===== config.mk =====
export PLATFORM = sky130hd
export DESIGN_NAME = wb_stage
export DESIGN_NICKNAME = d
export VERILOG_FILES = /design/src/rtl/wb_pkg.sv /design/src/rtl/wb_stage_load_align.sv /design/src/rtl/wb_stage.sv
export SDC_FILE = /design/constraint.sdc
export NUM_CORES = 1
export LEC_CHECK = 0
export BUFFER_PORTS_ARGS = -buffer_cell sky130_fd_sc_hd__buf_2
export CELL_PAD_IN_SITES_DETAIL_PLACEMENT = 1
export CELL_PAD_IN_SITES_GLOBAL_PLACEMENT = 2
export CORE_MARGIN = 2
export CORE_UTILIZATION = 33
export CTS_BUF_LIST = sky130_fd_sc_hd__clkbuf_4
export DETAILED_ROUTE_END_ITERATION = 8
export PLACE_DENSITY_LB_ADDON = 0.1
export SYNTH_ARGS = -nofsm -noshare
export SYNTH_HDL_FRONTEND = slang
export SYNTH_SLANG_ARGS = --single-unit

===== constraint.sdc =====
create_clock -name clk -period 3.47 [get_ports clk]
set_input_delay 0.5205 -clock clk [delete_from_list [all_inputs] [get_ports clk]]
set_output_delay 0.5205 -clock clk [all_outputs]
set_load 0.005 [all_outputs]

===== src/rtl/wb_pkg.sv =====
// Shared types and constants for the write-back stage.
package wb_pkg;

    localparam int XLEN_DEFAULT = 32;

    localparam logic [2:0] F3_LB  = 3'b000;
    localparam logic [2:0] F3_LH  = 3'b001;
    localparam logic [2:0] F3_LW  = 3'b010;
    localparam logic [2:0] F3_LBU = 3'b100;
    localparam logic [2:0] F3_LHU = 3'b101;

    typedef enum logic [1:0] {
        IDLE      = 2'd0,
        WAIT_LOAD = 2'd1,
        WRITE     = 2'd2
    } wb_state_t;

endpackage


===== src/rtl/wb_stage_load_align.sv =====
// Combinational load aligner: picks the addressed byte/half/word out of a
// word-aligned read and extends it; flags misaligned or illegal load types.
module load_align
    import wb_pkg::*;
#(
    parameter int XLEN = XLEN_DEFAULT
) (
    input  logic [XLEN-1:0] rdata,
    input  logic [2:0]      func3,
    input  logic [1:0]      addr_lo,
    output logic [XLEN-1:0] data,
    output logic            misalign,
    output logic            illegal
);

    function automatic logic [XLEN-1:0] sext8(input logic signed [7:0] b);
        return XLEN'(b);
    endfunction

    function automatic logic [XLEN-1:0] sext16(input logic signed [15:0] h);
        return XLEN'(h);
    endfunction

    logic [7:0]  byte_sel;
    logic [15:0] half_sel;

    always_comb begin
        case (addr_lo)
            2'd0:    byte_sel = rdata[7:0];
            2'd1:    byte_sel = rdata[15:8];
            2'd2:    byte_sel = rdata[23:16];
            default: byte_sel = rdata[31:24];
        endcase
        half_sel = addr_lo[1] ? rdata[31:16] : rdata[15:0];
    end

    always_comb begin
        data = '0;
        case (func3)
            F3_LB:   data = sext8(byte_sel);
            F3_LBU:  data = XLEN'(byte_sel);
            F3_LH:   data = sext16(half_sel);
            F3_LHU:  data = XLEN'(half_sel);
            F3_LW:   data = rdata;
            default: data = '0;
        endcase
    end

    always_comb begin
        misalign = (((func3 == F3_LH) || (func3 == F3_LHU)) && addr_lo[0])
                 || ((func3 == F3_LW) && (addr_lo != 2'b00));
        illegal  = !((func3 == F3_LB) || (func3 == F3_LH) || (func3 == F3_LW)
                  || (func3 == F3_LBU) || (func3 == F3_LHU));
    end

endmodule


===== src/rtl/wb_stage.sv =====
// Write-back stage: retires MEM ops into the register-file write port.
// Define WB_FWD_EN to expose the forwarding/hazard outputs.
module wb_stage
    import wb_pkg::*;
#(
    parameter int XLEN         = XLEN_DEFAULT,
    parameter int LOAD_TIMEOUT = 255
) (
    input  logic            clk,
    input  logic            rst_n,
    input  logic            in_valid,
    output logic            in_ready,
    input  logic            in_we,
    input  logic            in_is_load,
    input  logic [4:0]      in_rd,
    input  logic [2:0]      in_func3,
    input  logic [1:0]      in_addr_lo,
    input  logic [XLEN-1:0] in_result,
    input  logic            dmem_rvalid,
    input  logic [XLEN-1:0] dmem_rdata,
    output logic            RegWe,
    output logic [4:0]      RegWr,
    output logic [XLEN-1:0] RegWd,
    output logic            load_err
`ifdef WB_FWD_EN
    ,
    output logic            fwd_valid,
    output logic [4:0]      fwd_rd,
    output logic [XLEN-1:0] fwd_data,
    output logic            wait_load
`endif
);

    wb_state_t       state, state_nx;

    logic            op_we;
    logic [4:0]      op_rd;
    logic [2:0]      op_func3;
    logic [1:0]      op_addr_lo;

    logic [7:0]      tmo_cnt, tmo_cnt_nx;
    logic            reg_we_nx, load_err_nx;
    logic [4:0]      reg_wr_nx;
    logic [XLEN-1:0] reg_wd_nx;

    logic [XLEN-1:0] align_data;
    logic            align_misalign, align_illegal;
    logic            accept, timed_out;

    assign in_ready  = (state != WAIT_LOAD);
    assign accept    = in_valid & in_ready;
    assign timed_out = (tmo_cnt == 8'(LOAD_TIMEOUT - 1));

    load_align #(.XLEN(XLEN)) u_align (
        .rdata    (dmem_rdata),
        .func3    (op_func3),
        .addr_lo  (op_addr_lo),
        .data     (align_data),
        .misalign (align_misalign),
        .illegal  (align_illegal)
    );

    // Op latch: only the fields a pending load still needs.
    always_ff @(posedge clk) begin
        if (accept) begin
            op_we      <= in_we;
            op_rd      <= in_rd;
            op_func3   <= in_func3;
            op_addr_lo <= in_addr_lo;
        end
    end

    always_comb begin
        state_nx    = state;
        tmo_cnt_nx  = tmo_cnt;
        reg_we_nx   = 1'b0;
        load_err_nx = 1'b0;
        reg_wr_nx   = RegWr;
        reg_wd_nx   = RegWd;
        case (state)
            IDLE, WRITE: begin
                if (accept) begin
                    if (in_is_load) begin
                        state_nx   = WAIT_LOAD;
                        tmo_cnt_nx = '0;
                    end else begin
                        state_nx  = WRITE;
                        reg_we_nx = in_we & (in_rd != 5'd0);
                        reg_wr_nx = in_rd;
                        reg_wd_nx = in_result;
                    end
                end else begin
                    state_nx = IDLE;
                end
            end
            WAIT_LOAD: begin
                // A response in the last allowed cycle still wins over the timeout.
                if (dmem_rvalid) begin
                    state_nx = WRITE;
                    if (align_misalign | align_illegal) begin
                        load_err_nx = 1'b1;
                    end else begin
                        reg_we_nx = op_we & (op_rd != 5'd0);
                        reg_wr_nx = op_rd;
                        reg_wd_nx = align_data;
                    end
                end else if (timed_out) begin
                    state_nx    = IDLE;
                    load_err_nx = 1'b1;
                end else begin
                    tmo_cnt_nx = tmo_cnt + 8'd1;
                end
            end
            default: state_nx = IDLE;
        endcase
    end

    always_ff @(posedge clk or negedge rst_n) begin
        if (!rst_n) begin
            state    <= IDLE;
            tmo_cnt  <= '0;
            RegWe    <= 1'b0;
            RegWr    <= '0;
            RegWd    <= '0;
            load_err <= 1'b0;
        end else begin
            state    <= state_nx;
            tmo_cnt  <= tmo_cnt_nx;
            RegWe    <= reg_we_nx;
            RegWr    <= reg_wr_nx;
            RegWd    <= reg_wd_nx;
            load_err <= load_err_nx;
        end
    end

`ifdef WB_FWD_EN
    assign fwd_valid = RegWe;
    assign fwd_rd    = RegWr;
    assign fwd_data  = RegWd;
    assign wait_load = (state == WAIT_LOAD);
`endif

endmodule


==> impl_metrics.env <==
export IMPL_syn_to_final_growth_pct=25.8
export IMPL_clockBufferDepth=2
export IMPL_hold_class="in -> async"
export IMPL_rsz0062_at_grt="false"
export IMPL_synth_seq_cells=60
export IMPL_period_needed_ns=2.38
export IMPL_cp_arrival_ns=2.67
export IMPL_r2r_start="op_addr_lo[1]"
export IMPL_die_w_um=103
export IMPL_grt_pass1_vias=3121
export IMPL_core_um2=9680
export IMPL_clk_latency_ns=0.41
export IMPL_swShare=0.319
export IMPL_die_h_um=103
export IMPL_routabilityCongestion=0.901
export IMPL_cts_sinks=60
export IMPL_period_share=0.687
export IMPL_viasPerCell=5.34
export IMPL_power_frac_clock=0.247
export IMPL_ys_warn_count=0
export IMPL_hold_viol_final=0
export IMPL_io_pins=120
export IMPL_critPathCaptureType="flop"
export IMPL_rrSetupSlack_ns=1.09
export IMPL_grt_ovfl_total=0
export IMPL_pre_cts_slack_ns=1.08
export IMPL_ir_drop_uv=188
export IMPL_dp_hpwl_mm=8.14
export IMPL_finalSetupViolCount=0
export IMPL_nets=519
export IMPL_grt_max_degree=28
export IMPL_clockRootBuffer="clkbuf_4"
export IMPL_ys_seq_area_frac=0.477
export IMPL_cp_slowest_cell="edfxtp_1"
export IMPL_final_cell_mix="buf_2 (119), dfrtp_1 (49), nand2_1 (45)"
export IMPL_finalNonFillerCells=575
export IMPL_netlist_cell_type_count=44
export IMPL_synth_main_ff_cell="dfrtp_1"
export IMPL_critPathLaunchType="flop"
export IMPL_max_stage_delay_ns=0.71
export IMPL_multi_input_area_um2=1580
export IMPL_slew_headroom=0.495
export IMPL_setup_tns_ns=0
export IMPL_crit_type="reg -> reg"
export IMPL_antenna_found_initial=0
export IMPL_avgRoutedWirePerCell_um=18.3
export IMPL_cp_max_fo=16
export IMPL_power_switching_w=0.000640
export IMPL_wirelength_mm=10.5
export IMPL_cts_hold_buffers=0
export IMPL_tightest_slew_ns=0.757
export IMPL_diodes=0
export IMPL_setup_ws_ns=1.09
export IMPL_dieArea_um2=10700
export IMPL_finalClockSkew_ns=0.0223
export IMPL_seqPwrFrac=0.476
export IMPL_drt_pre_antenna_iters=4
export IMPL_grt_pass1_wl_mm=16.6
export IMPL_placed_area_um2=3980
export IMPL_pwr_density_cell_nw_per_um2=488
export IMPL_grt_usage=0.206
export IMPL_regArea_um2=1560
export IMPL_postLayoutCoreUtil=0.424
export IMPL_htree_levels=3
export IMPL_crit_chain="mux2_4 -> mux2i_1 -> or3_1 -> a21oi_1 -> o32a_1"
export IMPL_clk_pin_slew_ns=0.10
export IMPL_leakage_nw=1.69
export IMPL_reg2regPathDepth=5
export IMPL_dp_cells=559
export IMPL_num_rows=36
export IMPL_combPwrFrac=0.277
export IMPL_cts_resized=0
export IMPL_synthArstFlopShare=0.817
export IMPL_avgSynthCellArea_um2=10.1
export IMPL_cp_startpoint="op_addr_lo[1]"
export IMPL_drc=0
export IMPL_finish_instance_area_um2=4110
export IMPL_synth_cells=324
export IMPL_maxSlewViolCount=0
export IMPL_ant_nets=0
export IMPL_synth_enable_flop_cells=11
export IMPL_p_int_w=0.00136
export IMPL_cts_tree="built"
export IMPL_vias=3070
export IMPL_layout_drive_gt1_share=0.378
export IMPL_reg2reg_to="RegWd[31]"
export IMPL_syn_cell_area_um2=3260
export IMPL_status="finished, final reports clean"
export IMPL_port_buffer_count=119
export IMPL_max_cap_violations=0
export IMPL_cts_setup_buffers=0
export IMPL_synth_nets=406
export IMPL_drtIter0Drc=138
export IMPL_final_common_cell="buf_2"
export IMPL_start_util=0.337
export IMPL_required_ns=3.75
export IMPL_numCtsBuffers=9
export IMPL_num_fill_cells=1153
export IMPL_max_freq_ghz=0.420
[worst max-delay path, delay by kind of cell (launching register included)]
family | cells | cell delay [ns]
mux | 2 | 0.48
simple gates | 1 | 0.61
flops | 1 | 0.71
compound gates | 2 | 0.46
[Yosys cell counts, types with 3 or more instances]
master,count,area share
o21ai_0,11,0.017
mux2_2,7,0.024
nand2_1,45,0.052
a21oi_1,19,0.029
nand3_1,5,0.0077
or2_2,3,0.0057
edfxtp_1,11,0.10
a31oi_1,5,0.0096
inv_1,3,0.0034
o32a_1,22,0.067
buf_2,8,0.012
a22oi_1,7,0.016
o21a_1,28,0.064
a222oi_1,7,0.021
nor3b_1,3,0.0069
nor3_1,4,0.0061
o22a_1,3,0.0081
a21oi_2,10,0.027
or3_1,5,0.0096
nor2_1,14,0.016
nor2b_1,4,0.0077
dfrtp_1,49,0.38
o211ai_1,9,0.021
clkbuf_1,14,0.016
[logic make-up (layout without fill, tap and decap cells)]
group / count (synthesis) / count (layout) / share of synthesized area
compound gates: 129 / 129 / 0.299
flops: 60 / 60 / 0.477
simple gates: 91 / 91 / 0.131
buf+inv: 29 / 147 / 0.0399
xor+xnor: 2 / 2 / 0.00537
fa+ha+maj: 2 / 2 / 0.00766
mux: 11 / 11 / 0.0395
[layout make-up]
| class | instances | area share |
|---|---|---|
| multi-input combinational | 235 | 0.384 |
| sequential | 60 | 0.379 |
| tap | 133 | 0.0405 |
| clock inverter | 6 | 0.0137 |
| clock buffer | 10 | 0.0183 |
| timing repair buffer | 128 | 0.161 |
| inverter | 3 | 0.00274 |
[through the flow]
step / total power, W / hold WS, ns
CTS: 0.00204 / 0.136
global route: 0.00215 / 0.134
floorplan: 0.00125 / 0.225
global placement: 0.00153 / 0.474
finish: 0.00201 / 0.119
detailed placement: 0.00154 / 0.478
[power by group through the flow]
stage	logic, W	registers [W]	clock network (W)
final	0.000556	0.000955	0.000494
after global routing	0.000628	0.000976	0.000541
after CTS	0.000569	0.000958	0.000509
after detailed placement	0.000567	0.000973	0
after global placement	0.000558	0.000968	0
after floorplan	0.000290	0.000965	0
[how the worst max path moves through the flow]
stage,slack [ns],endpoint,depth (start not counted)
after global placement,1.17,RegWd[24],5
after detailed placement,1.08,RegWd[31],5
after global routing,0.91,RegWd[31],5
final,1.09,RegWd[31],5
after floorplan,1.69,op_addr_lo[0],5
after CTS,1.04,RegWd[31],5
[metal layers]
metal | global-route usage | vias up | wire (µm) | share of wire
met2 | 0.337 | 88 | 5030 | 0.48
met4 | 0.0486 | 0 | 110 | 0.010
li1 | - | 1459 | - | -
met5 | 0 | - | 0 | 0
met3 | 0.0484 | 10 | 598 | 0.057
met1 | 0.278 | 1513 | 4770 | 0.45
[registers in the layout (all words and copies together), names as in the netlist]
name	cells
RegWr	5
op_func3	3
op_we	1
op_rd	5
op_addr_lo	2
load_err	1
tmo_cnt	8
RegWd	32
state	2
RegWe	1
Power figures use the tool's default switching activity.
